==> src/rtl/mem_access_stage.sv <==
// MEM pipeline stage: decodes the EX/MEM instruction and runs loads/stores on a req/ack data memory.
// Latency: 1 cycle for non-memory/misaligned ops; memory ops retire on the edge after dm_ack or timeout.
// Backpressure: stall holds upstream from decode of an aligned memory op until the dm_ack cycle.
module mem_access_stage #(
    parameter int TIMEOUT = 16
) (
    input  logic        clk,
    input  logic        Reset,
    input  logic        mem_valid,
    input  logic [31:0] mem_instr,
    input  logic [31:0] mem_alu,
    input  logic [31:0] mem_sdata,
    output logic        stall,
    output logic        dm_req,
    output logic        dm_we,
    output logic [3:0]  dm_be,
    output logic [31:0] dm_addr,
    output logic [31:0] dm_wdata,
    input  logic        dm_ack,
    input  logic [31:0] dm_rdata,
    output logic        mw_valid,
    output logic [31:0] mw_instr,
    output logic [31:0] mw_result,
    output logic [1:0]  mw_excp
);
    localparam int CW = (TIMEOUT > 2) ? $clog2(TIMEOUT) : 1;
    localparam logic [CW-1:0] CNT_LAST = CW'(TIMEOUT - 1);

    typedef enum logic {IDLE, ACCESS} state_t;
    state_t state, state_nxt;

    logic        is_mem, is_store, sext_c, aligned, start, timed_out;
    logic [1:0]  size_c;
    logic [3:0]  be_c;
    logic [31:0] wdata_c;

    logic [31:0] acc_instr, acc_alu;
    logic [1:0]  acc_size;
    logic        acc_sext;
    logic [CW-1:0] cnt;
    logic [31:0] lane_data, load_data;

    // size_c doubles as the alignment mask: 00 byte, 01 halfword, 11 word
    always_comb begin
        is_mem   = 1'b1;
        is_store = 1'b0;
        sext_c   = 1'b0;
        size_c   = 2'd0;
        case (mem_instr[31:26])
            6'h20: sext_c = 1'b1;
            6'h21: begin size_c = 2'd1; sext_c = 1'b1; end
            6'h23: size_c = 2'd3;
            6'h24: size_c = 2'd0;
            6'h25: size_c = 2'd1;
            6'h28: is_store = 1'b1;
            6'h29: begin size_c = 2'd1; is_store = 1'b1; end
            6'h2b: begin size_c = 2'd3; is_store = 1'b1; end
            default: is_mem = 1'b0;
        endcase
        aligned = (mem_alu[1:0] & size_c) == 2'b00;
        start   = mem_valid && is_mem && aligned;

        be_c    = 4'b1111;
        wdata_c = mem_sdata;
        case (size_c)
            2'd0: begin
                be_c    = 4'b0001 << mem_alu[1:0];
                wdata_c = {4{mem_sdata[7:0]}};
            end
            2'd1: begin
                be_c    = mem_alu[1] ? 4'b1100 : 4'b0011;
                wdata_c = {2{mem_sdata[15:0]}};
            end
            default: ;
        endcase
    end

    // Loads pick their lane from the registered address; an aligned word shifts by zero
    assign lane_data = dm_rdata >> {acc_alu[1:0], 3'b000};

    always_comb begin
        case (acc_size)
            2'd0:    load_data = {{24{acc_sext & lane_data[7]}}, lane_data[7:0]};
            2'd1:    load_data = {{16{acc_sext & lane_data[15]}}, lane_data[15:0]};
            default: load_data = lane_data;
        endcase
    end

    assign timed_out = (cnt == CNT_LAST);

    always_ff @(posedge clk or posedge Reset) begin
        if (Reset) state <= IDLE;
        else       state <= state_nxt;
    end

    always_comb begin
        state_nxt = state;
        case (state)
            IDLE:    if (start) state_nxt = ACCESS;
            ACCESS:  if (dm_ack || timed_out) state_nxt = IDLE;
            default: state_nxt = IDLE;
        endcase
    end

    always_comb begin
        stall = 1'b0;
        if (!Reset) begin
            case (state)
                IDLE:    stall = start;
                ACCESS:  stall = !dm_ack;
                default: stall = 1'b0;
            endcase
        end
    end

    always_ff @(posedge clk or posedge Reset) begin
        if (Reset) begin
            dm_req    <= 1'b0;
            dm_we     <= 1'b0;
            dm_be     <= 4'b0;
            dm_addr   <= 32'b0;
            dm_wdata  <= 32'b0;
            mw_valid  <= 1'b0;
            mw_instr  <= 32'b0;
            mw_result <= 32'b0;
            mw_excp   <= 2'b00;
            acc_instr <= 32'b0;
            acc_alu   <= 32'b0;
            acc_size  <= 2'd0;
            acc_sext  <= 1'b0;
            cnt       <= '0;
        end else begin
            case (state)
                IDLE: begin
                    if (!mem_valid) begin
                        mw_valid <= 1'b0;
                    end else if (!is_mem || !aligned) begin
                        mw_valid  <= 1'b1;
                        mw_instr  <= mem_instr;
                        mw_result <= mem_alu;
                        mw_excp   <= is_mem ? 2'b01 : 2'b00;
                    end else begin
                        mw_valid  <= 1'b0;
                        dm_req    <= 1'b1;
                        dm_we     <= is_store;
                        dm_be     <= be_c;
                        dm_addr   <= {mem_alu[31:2], 2'b00};
                        dm_wdata  <= wdata_c;
                        acc_instr <= mem_instr;
                        acc_alu   <= mem_alu;
                        acc_size  <= size_c;
                        acc_sext  <= sext_c;
                        cnt       <= '0;
                    end
                end
                ACCESS: begin
                    if (dm_ack || timed_out) begin
                        dm_req    <= 1'b0;
                        mw_valid  <= 1'b1;
                        mw_instr  <= acc_instr;
                        mw_result <= (dm_ack && !dm_we) ? load_data : acc_alu;
                        mw_excp   <= dm_ack ? 2'b00 : 2'b10;
                    end else begin
                        mw_valid <= 1'b0;
                        cnt      <= cnt + 1'b1;
                    end
                end
                default: ;
            endcase
        end
    end
endmodule

==> config.mk <==
export PLATFORM = sky130hd
export DESIGN_NAME = mem_access_stage
export DESIGN_NICKNAME = d
export VERILOG_FILES = /design/src/rtl/mem_access_stage.sv
export SDC_FILE = /design/constraint.sdc
export NUM_CORES = 1
export LEC_CHECK = 0
export CAP_MARGIN = 20
export CORE_ASPECT_RATIO = 1.1
export CORE_MARGIN = 2
export CORE_UTILIZATION = 41
export DETAILED_ROUTE_END_ITERATION = 10
export GPL_ROUTABILITY_DRIVEN = 0
export HOLD_SLACK_MARGIN = 0.12
export PLACE_DENSITY_LB_ADDON = 0.25
export SYNTH_ARGS = -nofsm -noshare
export SYNTH_HDL_FRONTEND = slang
export SYNTH_SLANG_ARGS = --single-unit
==> constraint.sdc <==
create_clock -name clk -period 7.67 [get_ports clk]
set_input_delay 1.534 -clock clk [delete_from_list [all_inputs] [get_ports clk]]
set_output_delay 1.534 -clock clk [all_outputs]
set_load 0.005 [all_outputs]
==> impl_metrics.csv <==
group,metric,value,unit
cells_and_area,drive_gt1_share,5.31,%
power,p_leak,0.00524,µW
power,ir_drop,0.000150,V
setup_path,critPathBufInv,2,
clocking,clock_latency,0.43,ns
logic_synthesis,synth_top_flop_cell,"dfrtp_1",
clocking,cts-resized-gates,0,
clocking,root_buffer,"clkbuf_16",
setup_path,cpMostUsedCell,"clkdlybuf4s50_1",
global_route,grt_pass1_wl,39200,µm
setup_path,worstSetupPathType,"in2out",
floorplanning,die_w,143,µm
status,outcome,"completed",
global_route,grt_antenna_before_repair,0,
sta,rsz0062_at_grt,"false",
sta,relSlewSlack,37.4,%
logic_synthesis,syn_avg_cell_area,8.91,µm²
routing,num_vias,7481,
global_route,grt_max_degree,126,
routing,drt-initial-drc-count,399,
setup_path,cp_cell_sequence,"clkdlybuf4s50_1 -> nor2b_1 -> o21a_1 -> nand3_4 -> a21oi_1 -> clkdlybuf4s50_1",
place,post_dp_cell_area,0.0113,mm²
clocking,cts_htree_levels,4,
place,place_ws,1.89,ns
min_path,hold_path.class,"reg2reg",
clocking,cts.sinks,177,
routing,drc_errors,0,
setup_path,cp_max_fo,55,
place,io_buffers,267,
logic_synthesis,ys_top_cells_by_area,"dfrtp_1 51%, nand2_1 15%, mux2i_1 6.8%, o21ai_0 5.8%, buf_4 3.2%",
clocking,clk_path_buf_depth,2,
routing,drt_wl_total,25200,µm
floorplanning,pin_count,270,
routing,viasPerCell,5.06,
clocking,tritoncts.num_buffers,17,
sta,slew_viol_final,0,
floorplanning,start_util,41.4,%
routing,first_pass_iters,5,
clocking,cts_setup_buffers,0,
clocking,cts_tree,"done",
setup_path,reg2reg_slack,4.70,ns
global_route,grt_pass1_vias,7260,
sta,tns,0,ns
logic_synthesis,synth-async-reset-ratio,100,%
setup_path,start_kind,"input port",
clocking,clk_pin_slew,0.07,ns
logic_synthesis,synth.largest_area_cell,"dfrtp_1",
place,hpwlAfterDp,17100,µm
cells_and_area,fin_nets,1307,
setup_path,cp_slowest_cell,"nand3_4",
power,powerDensity,245,mW/mm²
cells_and_area,utilization,56.4,%
sta,setup_slack,1.95,ns
logic_synthesis,synthDistinctLibCells,48,
logic_synthesis,synth_warnings,0,
setup_path,crit_arrival,4.19,ns
floorplanning,core,0.0211,mm²
sta,report.final.setup_viol,0,
logic_synthesis,syn_area,0.00873,mm²
floorplanning,die_h,157,µm
sta,fin_skew,0.0147,ns
logic_synthesis,syn_inst,980,
cells_and_area,n_antenna_cell,0,
logic_synthesis,netlist.area_leader.share,50.7,%
flow_run,maxCapViolCount,0,
global_route,grt_usage,22.5,%
sta,hold_ws,0.473,ns
sta,hold_viol_final,0,
setup_path,cp_top_family,"buffers and inverters",
logic_synthesis,synth-seq-cells,177,
sta,tightest_slew,0.936,ns
clocking,hold_buffers,0,
cells_and_area,syn_to_final_growth,36.1,%
routing,ant_nets,0,
cells_and_area,final_cell_area,0.0119,mm²
sta,fin_crit,5.72,ns
floorplanning,dieArea,0.0225,mm²
setup_path,cp-end-kind,"primary output",
logic_synthesis,ys_seq_area_share,50.7,%
global_route,overflow,0,
sta,timing.fmax,0.175,GHz
sta,post-route-period-util,74.6,%
floorplanning,std_cell_rows,56,
setup_path,max_stage_delay,0.55,ns
setup_path,required,6.14,ns
routing,drt-wirelength-per-cell,17.0,µm
logic_synthesis,synth_edf_count,0,
-- final timing paths --
check	startpoint	end	cells past startpoint
min	acc_instr[31]	acc_instr[31]	1
max in group asynchronous	Reset	acc_instr[0]	3
min reg2reg	acc_instr[31]	acc_instr[31]	1
min in group asynchronous	Reset	dm_wdata[23]	2
max reg2reg	state	mw_result[28]	6
max	mem_instr[31]	stall	6
-- power by group --
part | internal [µW] | switching [µW] | leakage (µW) | total, µW
combinational | 451 | 341 | 0.00273 | 792
clock | 479 | 400 | 0.000292 | 879
sequential | 1120 | 124 | 0.00222 | 1240
-- layout make-up --
| cell class | instances | area (µm²) |
|---|---|---|
| Sequential cell | 177 | 4430 |
| Timing Repair Buffer | 275 | 2750 |
| Tap cell | 290 | 363 |
| Inverter | 2 | 15.0 |
| Clock inverter | 13 | 140 |
| Multi-Input combinational cell | 701 | 3730 |
| Clock buffer | 19 | 453 |
| Fill cell | 1940 | 9210 |
-- routing by layer --
layer	track usage [%]	vias to the layer above	part of all wire, %	routed length [µm]
met1	30.0	3545	43	10900
met5	0	-	0	0
met2	36.0	268	48	12000
li1	-	3636	-	-
met3	5.54	32	7.2	1800
met4	7.36	0	2.0	505
-- cell usage after synthesis (7+ instances only) --
| master | number |
|---|---|
| a21boi_0 | 8 |
| a21oi_1 | 15 |
| a221o_1 | 8 |
| a222oi_1 | 7 |
| and2_1 | 7 |
| buf_1 | 8 |
| buf_2 | 30 |
| buf_4 | 37 |
| clkbuf_1 | 21 |
| dfrtp_1 | 177 |
| mux2_2 | 10 |
| mux2i_1 | 59 |
| nand2_1 | 349 |
| nand3_1 | 8 |
| nor2_1 | 40 |
| nor2b_1 | 15 |
| o21ai_0 | 102 |
| o21ai_1 | 7 |
| o31ai_1 | 16 |
-- cells by family after synthesis --
| group | synth area share (%) |
|---|---|
| buf+inv | 6.88 |
| fa+ha+maj | 0.143 |
| xor+xnor | 0.201 |
| other cells | 0.0430 |
| compound gates | 13.9 |
| flops | 50.7 |
| mux | 8.23 |
| simple gates | 19.9 |
-- cells in the final DEF, fill, tap and decap left out, types with 8 or more instances in the layout --
| cell | instances |
|---|---|
| nand2_1 | 349 |
| clkdlybuf4s50_1 | 267 |
| dfrtp_1 | 176 |
| o21ai_0 | 102 |
| mux2i_1 | 59 |
| nor2_1 | 40 |
| clkbuf_16 | 17 |
| o31ai_1 | 16 |
| a21oi_1 | 15 |
| nor2b_1 | 14 |
| mux2_2 | 10 |
| a221o_1 | 8 |
| a21boi_0 | 8 |
-- worst reg2reg max path, stage by stage, from the launching register on --
cell and delay, ns:
dfrtp_4 0.76, buf_4 0.73, and3b_1 0.34, nor2b_1 0.24, a22o_4 0.26, a21boi_0 0.39, o31ai_1 0.12
-- flip-flops by register name, summed over array words and instances, names as in the netlist --
name       count
dm_be          4
mw_instr      32
state          1
cnt            4
acc_sext       1
dm_we          1
acc_size       2
mw_excp        2
dm_req         1
acc_alu       32
mw_result     32
acc_instr     32
mw_valid       1
dm_wdata      32
-- stage by stage --
stage / power [µW] / cells
after floorplan: 1620 / 981
after global placement: 2030 / 1444
after detailed placement: 2050 / 1444
after CTS: 2940 / 1476
after global routing: 3080 / 1477
final: 2910 / 1477
Power figures use the tool's default switching activity.
